[config.mk]
export PLATFORM = sky130hd
export DESIGN_NAME = activation_issuer
export DESIGN_NICKNAME = d
export VERILOG_FILES = /design/src/rtl/activation_issuer.sv
export SDC_FILE = /design/constraint.sdc
export NUM_CORES = 1
export LEC_CHECK = 0
export CAP_MARGIN = 10
export CORE_ASPECT_RATIO = 0.5
export CORE_UTILIZATION = 43
export DETAILED_ROUTE_END_ITERATION = 12
export HOLD_SLACK_MARGIN = 0.03
export PLACE_DENSITY_LB_ADDON = 0.15
export SLEW_MARGIN = 20
export SYNTH_ARGS = -nofsm -noshare
export SYNTH_HDL_FRONTEND = slang
export SYNTH_SLANG_ARGS = --single-unit
[constraint.sdc]
create_clock -name clk -period 3.7 [get_ports clk]
set_clock_uncertainty 0.15 [all_clocks]
set_input_delay 0.74 -clock clk [delete_from_list [all_inputs] [get_ports clk]]
set_output_delay 0.74 -clock clk [all_outputs]
set_load 0.05 [all_outputs]
[src/rtl/activation_issuer.sv]
// Streams filter words, then image pixels in raster order, from two synchronous-read buffers
// to the allocator array, honouring the OR-ed stall inputs on each issue port.
module activation_issuer #(
  parameter int ADDR_W = 16,
  parameter int DATA_W = 18,
  parameter int FLEN_W = 13
) (
  input  logic              clk,
  input  logic              rst,
  input  logic              start,
  input  logic [7:0]        img_width,
  input  logic [7:0]        img_height,
  input  logic [FLEN_W-1:0] filter_length,
  output logic [ADDR_W-1:0] img_mem_addr,
  input  logic [DATA_W-1:0] img_mem_data,
  output logic [FLEN_W-1:0] flt_mem_addr,
  input  logic [DATA_W-1:0] flt_mem_data,
  output logic [7:0]        issue_a_x,
  output logic [7:0]        issue_a_y,
  output logic [DATA_W-1:0] issue_a_data,
  output logic              issue_a_blocked,
  input  logic              issue_a_block,
  output logic [FLEN_W-1:0] filter_issue_counter,
  output logic [DATA_W-1:0] filter_data,
  output logic              filter_blocked,
  input  logic              filter_block,
  output logic              busy,
  output logic              done
);

  typedef enum logic [2:0] {
    IDLE      = 3'd0,
    FLT_FETCH = 3'd1,
    FLT_ISSUE = 3'd2,
    PIX_FETCH = 3'd3,
    PIX_ISSUE = 3'd4,
    DONE      = 3'd5
  } state_t;

  state_t            state_r, state_nxt_s;
  logic [FLEN_W-1:0] flt_cnt_r, flt_cnt_nxt_s;
  logic [7:0]        x_r, x_nxt_s, y_r, y_nxt_s;
  logic [ADDR_W-1:0] pix_idx_r, pix_idx_nxt_s;
  logic              filter_blocked_r, issue_a_blocked_r, busy_r, done_r;

  logic flt_empty_s, pix_empty_s;
  logic flt_xfer_s, flt_last_s, pix_xfer_s, row_end_s, pix_last_s;

  assign flt_empty_s = (filter_length == {FLEN_W{1'b0}});
  assign pix_empty_s = (img_width == 8'd0) || (img_height == 8'd0);
  assign flt_xfer_s  = (state_r == FLT_ISSUE) && !filter_block && !rst;
  assign pix_xfer_s  = (state_r == PIX_ISSUE) && !issue_a_block && !rst;
  assign flt_last_s  = (flt_cnt_r == filter_length - {{(FLEN_W-1){1'b0}}, 1'b1});
  assign row_end_s   = (x_r == img_width - 8'd1);
  assign pix_last_s  = row_end_s && (y_r == img_height - 8'd1);

  // Filter word index: advances on transfer, wraps to 0 after the last word.
  always_comb begin
    flt_cnt_nxt_s = flt_cnt_r;
    if (flt_xfer_s) begin
      if (flt_last_s) begin
        flt_cnt_nxt_s = {FLEN_W{1'b0}};
      end else begin
        flt_cnt_nxt_s = flt_cnt_r + {{(FLEN_W-1){1'b0}}, 1'b1};
      end
    end else begin
      flt_cnt_nxt_s = flt_cnt_r;
    end
  end

  // Raster position and linear address: x inner, y outer, all back to 0 after the last pixel.
  always_comb begin
    x_nxt_s       = x_r;
    y_nxt_s       = y_r;
    pix_idx_nxt_s = pix_idx_r;
    if (pix_xfer_s) begin
      if (pix_last_s) begin
        x_nxt_s       = 8'd0;
        y_nxt_s       = 8'd0;
        pix_idx_nxt_s = {ADDR_W{1'b0}};
      end else if (row_end_s) begin
        x_nxt_s       = 8'd0;
        y_nxt_s       = y_r + 8'd1;
        pix_idx_nxt_s = pix_idx_r + {{(ADDR_W-1){1'b0}}, 1'b1};
      end else begin
        x_nxt_s       = x_r + 8'd1;
        pix_idx_nxt_s = pix_idx_r + {{(ADDR_W-1){1'b0}}, 1'b1};
      end
    end else begin
      x_nxt_s       = x_r;
      y_nxt_s       = y_r;
      pix_idx_nxt_s = pix_idx_r;
    end
  end

  // Phase sequencing; empty filter or empty image phases are skipped.
  always_comb begin
    state_nxt_s = state_r;
    case (state_r)
      IDLE: begin
        if (start) begin
          if (!flt_empty_s)      state_nxt_s = FLT_FETCH;
          else if (!pix_empty_s) state_nxt_s = PIX_FETCH;
          else                   state_nxt_s = DONE;
        end else begin
          state_nxt_s = IDLE;
        end
      end
      FLT_FETCH: state_nxt_s = FLT_ISSUE;
      FLT_ISSUE: begin
        if (flt_xfer_s && flt_last_s) begin
          state_nxt_s = pix_empty_s ? DONE : PIX_FETCH;
        end else begin
          state_nxt_s = FLT_ISSUE;
        end
      end
      PIX_FETCH: state_nxt_s = PIX_ISSUE;
      PIX_ISSUE: begin
        if (pix_xfer_s && pix_last_s) state_nxt_s = DONE;
        else                          state_nxt_s = PIX_ISSUE;
      end
      DONE:    state_nxt_s = IDLE;
      default: state_nxt_s = IDLE;
    endcase
  end

  // State, counters and registered status flags; reset aborts any layer in flight.
  always_ff @(posedge clk) begin
    if (rst) begin
      state_r           <= IDLE;
      flt_cnt_r         <= {FLEN_W{1'b0}};
      x_r               <= 8'd0;
      y_r               <= 8'd0;
      pix_idx_r         <= {ADDR_W{1'b0}};
      filter_blocked_r  <= 1'b1;
      issue_a_blocked_r <= 1'b1;
      busy_r            <= 1'b0;
      done_r            <= 1'b0;
    end else begin
      state_r           <= state_nxt_s;
      flt_cnt_r         <= flt_cnt_nxt_s;
      x_r               <= x_nxt_s;
      y_r               <= y_nxt_s;
      pix_idx_r         <= pix_idx_nxt_s;
      filter_blocked_r  <= (state_nxt_s != FLT_ISSUE);
      issue_a_blocked_r <= (state_nxt_s != PIX_ISSUE);
      busy_r            <= (state_nxt_s != IDLE) && (state_nxt_s != DONE);
      done_r            <= (state_nxt_s == DONE);
    end
  end

  // Read addresses run on the next index so the buffer's read register presents the word
  // the cycle after a transfer; during a stall they hold, so the read data stays bit-stable.
  assign flt_mem_addr         = flt_cnt_nxt_s;
  assign img_mem_addr         = pix_idx_nxt_s;
  assign filter_issue_counter = flt_cnt_r;
  assign filter_data          = filter_blocked_r ? {DATA_W{1'b0}} : flt_mem_data;
  assign filter_blocked       = filter_blocked_r;
  assign issue_a_x            = x_r;
  assign issue_a_y            = y_r;
  assign issue_a_data         = issue_a_blocked_r ? {DATA_W{1'b0}} : img_mem_data;
  assign issue_a_blocked      = issue_a_blocked_r;
  assign busy                 = busy_r;
  assign done                 = done_r;

endmodule
==> results.yml <==
run_status:
  status: "finished, violations left"
  violations: "setup timing"
die:
  die_y_um: 69.1
  rows: 24
  dieWidth_um: 136
  start_util_pct: 44.4
  die-area_um2: 9410
  ios: 168
  coreArea_um2: 8710
timing:
  worst_slack_ns: -0.0425
  final_max_slew_viol_count: 0
  hold_viol_final: 0
  tightest_slew_ns: 0.661
  fmax_ghz: 0.267
  min_period_ns: 3.74
  rsz0062_at_grt: "true"
  maxSlewHeadroom_pct: 55.9
  setup-tns-final_ns: -0.307
  fin_crit_sh_pct: 101
  worst_hold_slack_ns: 0.389
  finalSetupViolCount: 11
power_and_ir_drop:
  power_density_nw_per_um2: 214
  p_comb_share_pct: 26.2
  switching_share_pct: 28.8
  seqPwrFrac_pct: 38.2
  finalPower_mw: 1.52
  p_int_mw: 1.08
  clkPwrFrac_pct: 35.6
  p_switching_mw: 0.437
  p_leak_nw: 2.82
  peakVddDrop_uv: 201
route:
  first_iter_violations: 290
  totalWireLength_mm: 14.4
  drc: 0
  first_pass_iters: 9
  viasPerCell: 5.42
  vias: 4799
  wire_per_inst_um: 16.3
  ant_nets: 0
cts:
  ctsRootBufferMaster: "clkbuf_16"
  cts.sinks: 52
  worstSkewPairLatency_ns: 0.29
  cts_tree: "built"
  cts-buffers-inserted: 5
  clk_pin_slew_ns: 0.07
  h-tree-depth: 2
  cts_buffer_depth: 2
  cts_hold_buffers: 0
worst_setup_path:
  reg2reg_from: "issue_a_x[6]"
  crit_type: "input pin to output pin"
  worstSetupStartpointType: "input pin"
  worstRegToRegCells: 14
  timing.rr.end: "issue_a_y[4]"
  required_ns: 2.81
  rrSetupSlack_ns: 0.55
  worst_setup_path_end_kind: "output pin"
  cp.arrival_ns: 2.85
  crit_path_max_fanout: 7
synth:
  ys_types: 63
  synthesis.area_um2: 3870
  synth_top_area_cell: "dfxtp_1"
  synth_nets: 588
  yosys-top-cells-area: "dfxtp_1 (27%), nor2b_1 (7.6%), nor2_1 (7.2%)"
  synthTopCellsByCount: "nor2_1 (74), dfxtp_1 (52), nor2b_1 (47)"
  avgSynthCellArea_um2: 7.60
  yosysSeqAreaShare_pct: 26.9
  yosysMostFrequentCell: "nor2_1"
  synthCells: 509
  yosys_warnings: 0
  ys_dominant_reg_cell: "dfxtp_1"
  synth_seq_cells: 52
  synth_top_area_share_pct: 26.9
  async_reset_ff_share_pct: 0
  synth_edf_count: 0
hold_path:
  min_path_cells: 2
  holdPathEnd: "pix_idx_r[0]"
  hp-class: "flip-flop to flip-flop"
  hp-start: "pix_idx_r[0]"
cells_and_area:
  fin_area_um2: 7110
  stdcell_count: 885
  drive_above_1_share_pct: 30.7
  syn_to_final_growth_pct: 83.6
  nets: 846
  post-route-util_pct: 81.6
  fillers: 572
  diodes: 0
grt:
  grt_pass1_wl_mm: 22.2
  grt_overflow: 0
  grtUsageTotal_pct: 29.2
  grt_pass1_vias: 4644
  grt_max_degree: 26
  antenna_found_initial: 0
placed_design:
  place_hpwl_mm: 9.68
  port_buffers: 167
  dpl_cell_area_um2: 6200
  pre_cts_slack_ns: -0.407
  place.gp.congestion: 0.908
  placed_cells: 852
flow_run:
  drv_cap: 0
-- per-layer routing --
metal  wire [um]  up-vias  GRT usage, %
met5           0        -             0
met4         289        0          8.89
met3        1040       35          4.64
met2        7410      225          53.1
met1        5710     2249          35.1
li1            -     2290             -
-- how the worst max path moves through the flow --
stage,startpoint,end
after floorplan,filter_length[0],flt_mem_addr[10]
after global placement,img_width[0],img_mem_addr[1]
after detailed placement,filter_length[1],flt_mem_addr[10]
after CTS,img_height[5],img_mem_addr[1]
after global routing,img_width[4],img_mem_addr[6]
final,img_width[0],img_mem_addr[6]
-- layout make-up --
type | count | area [um2] | area share (%)
Tap cell | 117 | 146 | 2.06
Inverter | 14 | 60.1 | 0.845
Sequential cell | 52 | 1040 | 14.7
Timing Repair Buffer | 266 | 2530 | 35.7
Clock inverter | 3 | 46.3 | 0.652
Clock buffer | 5 | 125 | 1.76
Multi-Input combinational cell | 428 | 3150 | 44.4
-- power groups by stage --
stage / Combinational (mW) / Clock [mW] / Sequential [mW]
after detailed placement: 0.352 / 0 / 0.593
final: 0.398 / 0.541 / 0.581
after CTS: 0.372 / 0.543 / 0.580
after global routing: 0.420 / 0.568 / 0.582
after floorplan: 0.162 / 0 / 0.603
after global placement: 0.348 / 0 / 0.592
-- layout by cell type, fill, tap and decap left out, types with 4 or more instances in the layout --
| cell type | n |
|---|---|
| nand4_1 | 12 |
| a31oi_1 | 6 |
| clkdlybuf4s50_1 | 111 |
| inv_1 | 10 |
| o21ai_0 | 14 |
| dlygate4sd2_1 | 7 |
| clkbuf_2 | 4 |
| xnor2_2 | 5 |
| nor4_4 | 4 |
| nand2b_1 | 7 |
| or4_4 | 4 |
| buf_4 | 93 |
| buf_12 | 7 |
| a21oi_1 | 18 |
| nand3b_1 | 4 |
| or3_1 | 7 |
| xor2_2 | 5 |
| clkbuf_16 | 5 |
| nor2_4 | 12 |
| dlymetal6s2s_1 | 6 |
| nor3_1 | 21 |
| and2_1 | 5 |
| xnor2_1 | 26 |
| ha_1 | 6 |
| nor2b_1 | 46 |
| nor2_2 | 12 |
| nor2_1 | 50 |
| xor2_1 | 23 |
| dfxtp_1 | 52 |
| nand3_1 | 14 |
| buf_6 | 33 |
| nand2_1 | 42 |
| and3_1 | 8 |
-- registers in the layout, summed over array words and instances, names as in the netlist --
signal,cells
done,1
filter_blocked,1
state_r,3
issue_a_y,8
issue_a_blocked,1
busy,1
filter_issue_counter,13
pix_idx_r,16
issue_a_x,8
-- repair_timing --
item / 4_1_cts / 5_1_grt
gates resized for setup: 127 / 64
setup buffers: 16 / 9
setup endpoints to repair: 29 / 34
endpoints found under the hold margin: 0 / 0
pin swaps: 33 / 41
gates cloned: 2 / 0
-- cells by family (layout without fill, tap and decap cells) --
kind of cell	count (synthesis)	after routing	synth area share, %
AOI/OAI and AO/OA	73	73	12.4
xor gates and xnor gates	60	60	13.9
and+or+nand+nor	284	284	39.8
DFF	52	52	26.9
buffers and inverters	29	288	3.62
adders and majority gates	9	9	2.91
muxes	2	2	0.517
-- critical path, cell delays in order --
cell and delay [ns]:
buf_6 0.10, buf_4 0.15, nor2_1 0.38, a21oi_1 0.13
nand4b_1 0.25, a211o_4 0.37, nor3_4 0.21, buf_6 0.17
buf_16 0.15, nor2_4 0.05, buf_6 0.16
Power figures use the tool's default switching activity.
